`config.mk`:
```
export PLATFORM = sky130hd
export DESIGN_NAME = bin_to_bcd_seq
export DESIGN_NICKNAME = d
export VERILOG_FILES = /design/src/rtl/bin_to_bcd_seq.sv
export SDC_FILE = /design/constraint.sdc
export NUM_CORES = 1
export LEC_CHECK = 0
export ABC_AREA = 1
export BUFFER_PORTS_ARGS = -buffer_cell sky130_fd_sc_hd__buf_4
export CELL_PAD_IN_SITES_DETAIL_PLACEMENT = 1
export CELL_PAD_IN_SITES_GLOBAL_PLACEMENT = 2
export CORE_ASPECT_RATIO = 0.7
export CORE_UTILIZATION = 35
export DETAILED_ROUTE_END_ITERATION = 8
export PLACE_DENSITY = 0.89
export SLEW_MARGIN = 10
export SYNTH_ARGS = -nofsm -noshare
export SYNTH_HDL_FRONTEND = slang
export SYNTH_SLANG_ARGS = --single-unit
export TNS_END_PERCENT = 30
```
`constraint.sdc`:
```
create_clock -name clk -period 3.15 [get_ports clk]
set_input_delay 0.63 -clock clk [delete_from_list [all_inputs] [get_ports clk]]
set_output_delay 0.63 -clock clk [all_outputs]
set_load 0.01 [all_outputs]
```
`src/rtl/bin_to_bcd_seq.sv`:
```
// Sequential double-dabble converter: signed/unsigned BIN_W-bit value to sign flag plus
// DIGITS packed BCD digits. One shift per clock; bcd/neg update only together with done.
//
//   state | meaning
//   IDLE  | waiting for start, last result held on bcd/neg
//   SHIFT | add-3 then shift, BIN_W iterations
//   DONE  | publish scratch to bcd/neg, pulse done
module bin_to_bcd_seq #(
   parameter int BIN_W  = 16,
   parameter int DIGITS = 5
) (
   input  logic                  clk,
   input  logic                  rst,
   input  logic                  start,
   input  logic                  is_signed,
   input  logic [BIN_W-1:0]      bin_in,
   output logic                  busy,
   output logic                  done,
   output logic                  neg,
   output logic [4*DIGITS-1:0]   bcd
);

   localparam int CNT_W = $clog2(BIN_W + 1);

   typedef enum logic [1:0] {
      IDLE  = 2'd0,
      SHIFT = 2'd1,
      DONE  = 2'd2
   } state_t;

   state_t              state;
   logic [CNT_W-1:0]    cnt;
   logic [BIN_W-1:0]    mag;
   logic [4*DIGITS-1:0] scratch;
   logic [4*DIGITS-1:0] adj;
   logic                neg_int;
   logic                neg_load;

   assign neg_load = is_signed & bin_in[BIN_W-1];

   // Add-3 correction is applied to every digit before the shift, never after.
   always_comb begin
      adj = scratch;
      for (int i = 0; i < DIGITS; i++) begin
         if (scratch[4*i +: 4] >= 4'd5)
            adj[4*i +: 4] = scratch[4*i +: 4] + 4'd3;
      end
   end

   always_ff @(posedge clk) begin
      if (rst) begin
         state   <= IDLE;
         cnt     <= '0;
         mag     <= '0;
         scratch <= '0;
         neg_int <= 1'b0;
         busy    <= 1'b0;
         done    <= 1'b0;
         neg     <= 1'b0;
         bcd     <= '0;
      end else begin
         done <= 1'b0;
         case (state)
            IDLE: begin
               if (start) begin
                  // Negation modulo 2^BIN_W: the most negative value maps onto itself.
                  mag     <= neg_load ? (~bin_in + {{(BIN_W-1){1'b0}}, 1'b1}) : bin_in;
                  neg_int <= neg_load;
                  scratch <= '0;
                  cnt     <= CNT_W'(BIN_W);
                  busy    <= 1'b1;
                  state   <= SHIFT;
               end
            end
            SHIFT: begin
               {scratch, mag} <= {adj[4*DIGITS-2:0], mag, 1'b0};
               cnt            <= cnt - CNT_W'(1);
               if (cnt == CNT_W'(1))
                  state <= DONE;
            end
            DONE: begin
               bcd   <= scratch;
               neg   <= neg_int;
               done  <= 1'b1;
               busy  <= 1'b0;
               state <= IDLE;
            end
            default: begin
               state <= IDLE;
               busy  <= 1'b0;
            end
         endcase
      end
   end

endmodule

```
## Yosys cells after proc, flatten, opt, wreduce, memory -nomap -nowiden

Index checks and enable logic that the tools add are counted.

- Order comparisons: 5
- Multiplexer cells: 18
- Add/subtract/negate cells: 7
- Equality and inequality tests: 5
- Bitwise operators: 3
- Reductions and logical operators: 6

Operators with widths:

| kind | number |
|---|---|
| case mux 20 bit (2 select lines) | 1 |
| 2-to-1 mux 16 bit | 2 |
| case mux 16 bit (2 select lines) | 1 |
| greater-or-equal comparator 4 x 3 -> 1 bit (second input constant) | 5 |
| 2-to-1 mux 20 bit | 1 |
| adder 16 x 1 -> 16 bit (second input constant) | 1 |
| adder 4 x 2 -> 4 bit (second input constant) | 4 |
| 2-to-1 mux 4 bit | 4 |
| inverter 16 bit | 1 |
| case mux 5 bit (2 select lines) | 1 |
| AND reduction 2 bit | 4 |
| == test 5 x 1 -> 1 bit (second input constant) | 1 |
| 2-to-1 mux 5 bit | 1 |
| subtractor 5 x 1 -> 5 bit (second input constant) | 1 |
| 2-to-1 mux 2 bit | 2 |
| != test 2 bit (second input constant) | 2 |
| case mux 2 bit (2 select lines) | 1 |
| adder 3 x 2 -> 3 bit (second input constant) | 1 |
| 2-to-1 mux 3 bit | 1 |
| == test 2 x 1 -> 1 bit (second input constant) | 1 |
| == test 2 bit (second input constant) | 1 |
| logical NOT 2 bit | 1 |
| 2-to-1 mux 1 bit | 2 |
| case mux 1 bit (2 select lines) | 1 |
| 3 further kinds | 3 |

- Output and inout port bits: 23
- Register bits after elaboration: 67
- Input bits: 20
- Logic and storage cells: 53

## Logic depth before layout (Yosys ltp)

Gate-level depths: netlist of the first run.

- Depth in word-level cells: 5
- Gate-level depth with buffers: 9
- Gate-level depth less buffers: 9

## Worst setup path after synthesis of the first run

Ideal clock, no wire load.

- Path kind: in2reg
- From: in bin_in[0]
- To: reg mag[14]
- Setup time: 0.122 ns
- Data arrival time: 1.409 ns
- Data required time: 3.028 ns
- Buffers on the path: 0
- Path slack: 1.618 ns
- Stages: 7
- Cell sequence: inv_1 > ha_1 > nand2_1 > o21ai_2 > nand2_1 > o21ai_1 > o21ai_1

- Cells in the longest elaborated chain, start to end: 5

RTL lines:

| element | RTL line | RTL |
|---|---|---|
| from (decl) | 16 | `input logic [BIN_W-1:0] bin_in,` |
| inverter 16 bit | 67 | `mag <= neg_load ? (~bin_in + {{(BIN_W-1){1'b0}}, 1'b1}) : bin_in;` |
| adder 16 x 1 -> 16 bit | 67 |  |
| 2-to-1 mux 16 bit | 67 |  |
| 2-to-1 mux 16 bit | 65 | `if (start) begin` |
| case mux 16 bit (2 select lines) | 63 | `case (state)` |
| to (signal assigned) | 67 |  |
| to (signal assigned) | 76 | `{scratch, mag} <= {adj[4*DIGITS-2:0], mag, 1'b0};` |
| to (decl) | 33 | `logic [BIN_W-1:0] mag;` |

No other way between the ends. The select of a mux whose other input is x is not followed.
A chain may end at the register's enable or synchronous reset.

## Final worst setup path of the first run

- From: reg state[0]
- To: reg mag[11]

- Cells in the longest elaborated chain, start to end: 3
- Elaborated cells on any way between the ends: 6
- Those cells by class: eq/ne: 2; mux: 1; reduce/logical: 3

RTL lines:

| element | RTL line | RTL |
|---|---|---|
| from (decl) | 31 | `state_t state;` |
| from (signal assigned) | 52 | `state <= IDLE;` |
| from (signal assigned) | 72 | `state <= SHIFT;` |
| from (signal assigned) | 79 | `state <= DONE;` |
| == test 2 x 1 -> 1 bit / logical NOT 2 bit (equally long branches) | 63 |  |
| nonzero test 2 bit (no line) / != test 2 bit (equally long branches) | - |  |
| AND reduction 2 bit (no line) | - |  |

Several ways; a longest one is shown, not always the timed one.

==> impl_results.md, run 1 <==
* Cell chain of the critical path: inv_2 -> nor2_4 -> nand2_2 -> inv_2 -> a22oi_1 -> o21ai_1
* Syn nets at between 400 and 500
* Fmax at ~540 MHz
* Core Footprint at just under 9000 µm²
* Fill cells at between 1,000 and 1,500
* Post-synth EDFFs at 0
* Clock buffer depth at 2
* H-tree Lvls at 3
* Post-route minimum period at ~1.8 ns
* Initial Util at a little under two fifths
* Fin. max-slew vios at 0
* Max transition margin at ~70%
* Hold WS at between 0.4 and 0.5 ns
* Placed cell area at 3610 µm²
* Vias in the first global route at 2,886
* Final Instance Area at about 3900 µm²
* Status: complete, no violations
* CTS hold repair buffers at 0
* Maximum number of pins on one net before global-route repair at 43
* Final GP Congestion at 0.782
* # rows at 28
* WL final at between 8000 and 9000 µm
* 1st-iter DRT viols at roughly 140
* Final worst clock skew at between 0.005 and 0.006 ns
* Io pins at between 40 and 50
* Layout cells sized above 1 at roughly 17%
* CP Buf/Inv Count at 2
* Max Cap Violations at 0
* Input/output buffers at 42
* WL/cell at about 14 µm
* Top post-synthesis cells by area: dfxtp_1 (42%), nand2_1 (8.9%), o21ai_0 (6.2%)
* Register area at ~1300 µm²
* Top cell type's share of synthesized area at a little over two fifths
* Worst Setup End Kind: flop
* Initial antenna violation count at 0
* Most frequent cells in the layout: nand2_1 (76), dfxtp_1 (67), inv_1 (46)
* Ys flop type: dfxtp_1
* Post-CTS Resized at 0
* GR Overflow Total at 0
* Sink Count at 67
* Dpl hpwl at around 6200 µm
* Area leader, netlist: dfxtp_1
* CTS tree: built
* CP startpoint kind: flop
* Placed Cells at between 500 and 600
* Crit path DAT at approximately 2.1 ns
* Reg2reg path depth at 6
* Synthesized instance count at between 400 and 500
* CP peak stage delay at 0.41 ns
* Via count at around 3,000
* HP Class: reg2reg
* CP Max Fanout at 21
* Distinct cells, synth at 32
* Worst ir drop on vdd at between 0.2 and 0.25 mV
* Sequential fraction of the synthesis area at a little over two fifths
* Worst-path clk slew at approximately 0.050 ns
* Root Buffer: clkbuf_16
* Die height at about 80 µm
* Worst Tran Pin Value at roughly 0.45 ns
* Period utilisation layout at roughly three fifths
* FF+latch count, synth at 67
* Power per standard cell area at 540 nW/µm²
* Ys async rst share at 0%
* Drt drc at 0
* Mapped cell area at about 3200 µm²
* Setup Crit Path Kind: reg2reg
* Net count, final at about 500
* Vias per cell at about 5
* Area grow syn2layout at 21.3%
* Crit-path slowest cell: dfxtp_1
* Final Hold Viols at 0
* Diodes inserted at 0
* Remaining antenna violation count at 0
* TritonRoute pass-1 iters at 4
* Fin cells at approximately 590
* Number of CTS-inserted buffers at 9
* Post-CTS setup buffer count at 0
* Warnings from Yosys at 0
* Global-route usage over all layers at about a fifth
* Most common cell after layout, fill and taps aside: nand2_1
* Worst path depth at 6
* Cell mode on critical path: inv_2
* Footprint of the multi-input gates at approximately 1600 µm²
* Chip width at 117 µm
* Critical Path RT at about 3.4 ns
* P_leak at 0.00163 µW
* DIE AREA at ~9600 µm²
* Synthesized area per cell at 7.48 µm²
* Total Power at 2110 µW
* First-pass GRT wire length at around 14,000 µm
* RSZ-0062 raised after global routing: false
* Delay-heaviest family, CP: simple AND/OR/NAND/NOR gates
* Final setup fails at 0
* Hold Crit Depth at 1
* Clock latency on the worst-skew pair at ~0.33 ns
* Fin Setup TNS at 0 ns
[cells in the mapped netlist (all sizes together), types with 5 or more instances]
| master | instances |
|---|---|
| inv | 56 |
| ha | 13 |
| o211ai | 5 |
| o21ai | 52 |
| o32ai | 5 |
| nand3 | 31 |
| clkbuf | 5 |
| xor2 | 5 |
| dfxtp | 67 |
| a21oi | 33 |
| a22oi | 11 |
| buf | 10 |
| o22ai | 7 |
| nand2 | 79 |
| nor2 | 41 |
[cell type report]
class	instances	area share, %
Clock buffer	15	7.38
Clock inverter	1	0.128
Timing Repair Buffer	43	8.27
Inverter	56	5.39
Multi-Input combinational cell	292	40.6
Tap cell	120	3.85
Sequential cell	67	34.4
[worst paths after layout]
kind                                             from              endpoint  slack (ns)
worst max-delay path            state[0]$_SDFFE_PP0P_  mag[11]$_SDFFE_PP0P_        1.31
worst min-delay path              cnt[4]$_SDFFE_PP0P_   cnt[4]$_SDFFE_PP0P_        0.47
worst max register to register  state[0]$_SDFFE_PP0P_  mag[11]$_SDFFE_PP0P_        1.31
worst min register to register    cnt[4]$_SDFFE_PP0P_   cnt[4]$_SDFFE_PP0P_        0.47
[per-stage QoR]
stage          utilization [%]  worst slack (ns)
2_1_floorplan                -              1.62
3_3_place_gp              41.5              1.04
3_5_place_dp              41.5             0.948
4_1_cts                   44.9              1.26
5_1_grt                   44.9              1.10
6_report                  44.9              1.31
[kinds of logic after synthesis]
family                     count (synthesis)  synth area share, %
xor gates and xnor gates                   5                 1.36
and+or+nand+nor                          157                 21.2
AOI/OAI and AO/OA                        117                 21.6
buffers and inverters                     71                 9.03
DFF                                       67                 41.7
adders and majority gates                 13                 5.06
[per-layer routing]
layer	share of wire, %	GRT usage, %
met1	51	26.6
met2	44	30.6
met3	3.5	5.33
met4	0.95	5.32
met5	0	0
[where the power goes]
| group | switching (µW) | internal (µW) | total, µW |
|---|---|---|---|
| Clock | 355 | 618 | 973 |
| Sequential | 27.2 | 886 | 913 |
| Combinational | 142 | 78.7 | 221 |
[registers in the layout, indices dropped and copies added (netlist names)]
signal,cells
bcd,20
busy,1
cnt,5
done,1
mag,16
neg,1
neg_int,1
scratch,20
state,2
No activity file was read; power rests on OpenSTA's default activity.
==> inputs of run 2 (changes only) <==
CORE_UTILIZATION = 33   (was 35)
PLACE_DENSITY = 0.85   (was 0.89)
clock period = 1.8 ns   (was 3.15 ns; I/O delays follow)
==> impl_results.md, run 2 (synthesis gave the netlist of run 1 again) <==
* Initial Util at 34.8% (-2.3 points)
* Sink Count at 67 (unchanged)
* CP peak stage delay at 0.42 ns (about the same)
* Clock buffer depth at 2 (unchanged)
* Fill cells at 1,142 (+1.4%)
* Fin Setup TNS at 0 ns (unchanged)
* Input/output buffers at 42 (unchanged)
* Most common cell after layout, fill and taps aside: nand2_1
* RSZ-0062 raised after global routing: false
* Cell mode on critical path: inv_2
* Post-route minimum period at 1.52 ns (-0.317 ns)
* Layout cells sized above 1 at 18.0% (+0.65 points)
* Final setup fails at 0 (unchanged)
* Drt drc at 0 (unchanged)
* TritonRoute pass-1 iters at 4 (unchanged)
* CP Buf/Inv Count at 3 (+1)
* Delay-heaviest family, CP: flip-flops
* Maximum number of pins on one net before global-route repair at 43 (unchanged)
* Fin. max-slew vios at 0 (unchanged)
* Footprint of the multi-input gates at 1580 µm² (unchanged)
* CTS tree: built
* R2R Setup Slk at 0.28 ns (-1.03 ns)
* Clock latency on the worst-skew pair at 0.33 ns (about the same)
* R2r startpoint: state[0]$_SDFFE_PP0P_
* Vias per cell at 4.97 (-0.50%)
* Net count, final at 507 (+1.0%)
* End of the worst register-to-register path: scratch[15]$_SDFFE_PP0P_
* P_leak at 0.00165 µW (+1.7%)
* Final Hold Viols at 0 (unchanged)
* Core Footprint at 9250 µm² (+6.5%)
* CP startpoint kind: flop
* Period utilisation layout at 84.5% (+26 points)
* H-tree Lvls at 3 (unchanged)
* Initial antenna violation count at 0 (unchanged)
* Crit-path slowest cell: dfxtp_1
* Worst Setup End Kind: flop
* Pre-CTS setup slack at 0.203 ns (-0.745 ns)
* Vias in the first global route at 3,041 (+5.4%)
* Via count at 2,998 (+1.0%)
* Max Cap Violations at 0 (unchanged)
* Register area at 1340 µm² (unchanged)
* Diodes inserted at 0 (unchanged)
* Most frequent cells in the layout: nand2_1 (76), dfxtp_1 (67), buf_4 (48)
* Post-CTS setup buffer count at 0 (unchanged)
* Hold Startpoint: bin_in[5]
* Reg2reg path depth at 7 (+1)
* Io pins at 43 (unchanged)
* GR Overflow Total at 0 (unchanged)
* Area grow syn2layout at 23.1%
* Worst-path clk slew at 0.05 ns (about the same)
* Final GP Congestion at 0.774 (-1.1%)
* First-pass GRT wire length at 14,700 µm (+3.4%)
* Worst Tran Pin Value at 0.416 ns (-0.0317 ns)
* Crit path DAT at 1.71 ns (-0.39 ns)
* Global-route usage over all layers at 18.4% (-1.2 points)
* Status: complete, no violations
* Worst ir drop on vdd at 0.785 mV (+260%)
* # rows at 29 (+3.6%)
* Chip width at 120 µm (+2.9%)
* Fmax at 658 MHz (+21%)
* WL/cell at 14.2 µm (-1.8%)
* Final worst clock skew at 0.00368 ns (-0.00141 ns)
* Worst path depth at 7 (+1)
* DIE AREA at 10,100 µm² (+5.9%)
* Largest regs: bcd: 20 flops, scratch: 20 flops, mag: 16 flops
* Fin worst setup slack at 0.280 ns (-1.03 ns)
* Hold Crit Depth at 3 (+2)
* Root Buffer: clkbuf_16
* Dpl hpwl at 6260 µm (+0.85%)
* Worst Hold Path EP: mag[5]$_SDFFE_PP0P_
* Post-CTS Resized at 0 (unchanged)
* WL final at 8570 µm (-0.34%)
* CTS hold repair buffers at 0 (unchanged)
* CP Max Fanout at 21 (unchanged)
* Die height at 84.6 µm (+2.9%)
* Critical Path RT at 1.99 ns (-1.42 ns)
* Number of CTS-inserted buffers at 9 (unchanged)
* Max transition margin at 72.0% (+1.9 points)
* Power per standard cell area at 957 nW/µm² (+77%)
* HP Class: in2reg
* Placed Cells at 587 (+1.6%)
* Remaining antenna violation count at 0 (unchanged)
* Setup Crit Path Kind: reg2reg
* 1st-iter DRT viols at 155 (+9.9%)
* Cell chain of the critical path: inv_2 -> nor2_4 -> inv_2 -> nand2_2 -> nor2_4 -> inv_2 -> o32ai_1
* CP Launch Point: state[0]$_SDFFE_PP0P_
* Fin cells at 603 (+1.5%)
[run 2: cell count changes in the layout (fill, tap and decap cells not counted), sizes merged]
cell / previous run / this run
bufinv: 0 / 1
buf: 43 / 48
clkinv: 1 / 0
[run 2: stage by stage]
step	instance area (µm²)	utilization, %	total power (µW)	hold WS, ns
2_1_floorplan	3220	-	1890	0.431
3_3_place_gp	3650	39.5	2020	0.457
3_5_place_dp	3650	39.5	2030	0.466
4_1_cts	3960	42.8	3830	0.304
5_1_grt	3960	42.8	3970	0.318
6_report	3960	42.8	3790	0.314
[run 2: worst max-delay path by stage]
stage | to
detailed placement | mag[10]$_SDFFE_PP0P_
global route | scratch[6]$_SDFFE_PP0P_
finish | scratch[15]$_SDFFE_PP0P_
floorplan | mag[14]$_SDFFE_PP0P_
CTS | scratch[15]$_SDFFE_PP0P_
global placement | mag[11]$_SDFFE_PP0P_
[run 2: cell type report]
cell class	instances	share of cell area, %
Timing Repair Buffer	48	9.10
Inverter	56	5.31
Clock buffer	15	7.02
Sequential cell	67	33.9
Multi-Input combinational cell	292	40.0
Clock inverter	1	0.759
Tap cell	124	3.92
[run 2: layer usage]
layer / track usage [%] / wire length [µm]
met1: 25.1 / 4420
met2: 28.5 / 3770
met3: 5.71 / 314
met4: 3.64 / 63
met5: 0 / 0
[run 2: where the power goes]
| group | total (µW) | switching (µW) | internal [µW] |
|---|---|---|---|
| Clock | 1780 | 597 | 1190 |
| Combinational | 403 | 253 | 150 |
| Sequential | 1600 | 50.0 | 1550 |
[run 2: worst reg2reg max path: cells and delay by family, from the launching register on]
family / cells / cell delay [ns]
buffers and inverters: 3 / 0.42
flip-flops: 1 / 0.42
AND/OR/NAND/NOR: 3 / 0.41
AO/OA/AOI/OAI: 1 / 0.14
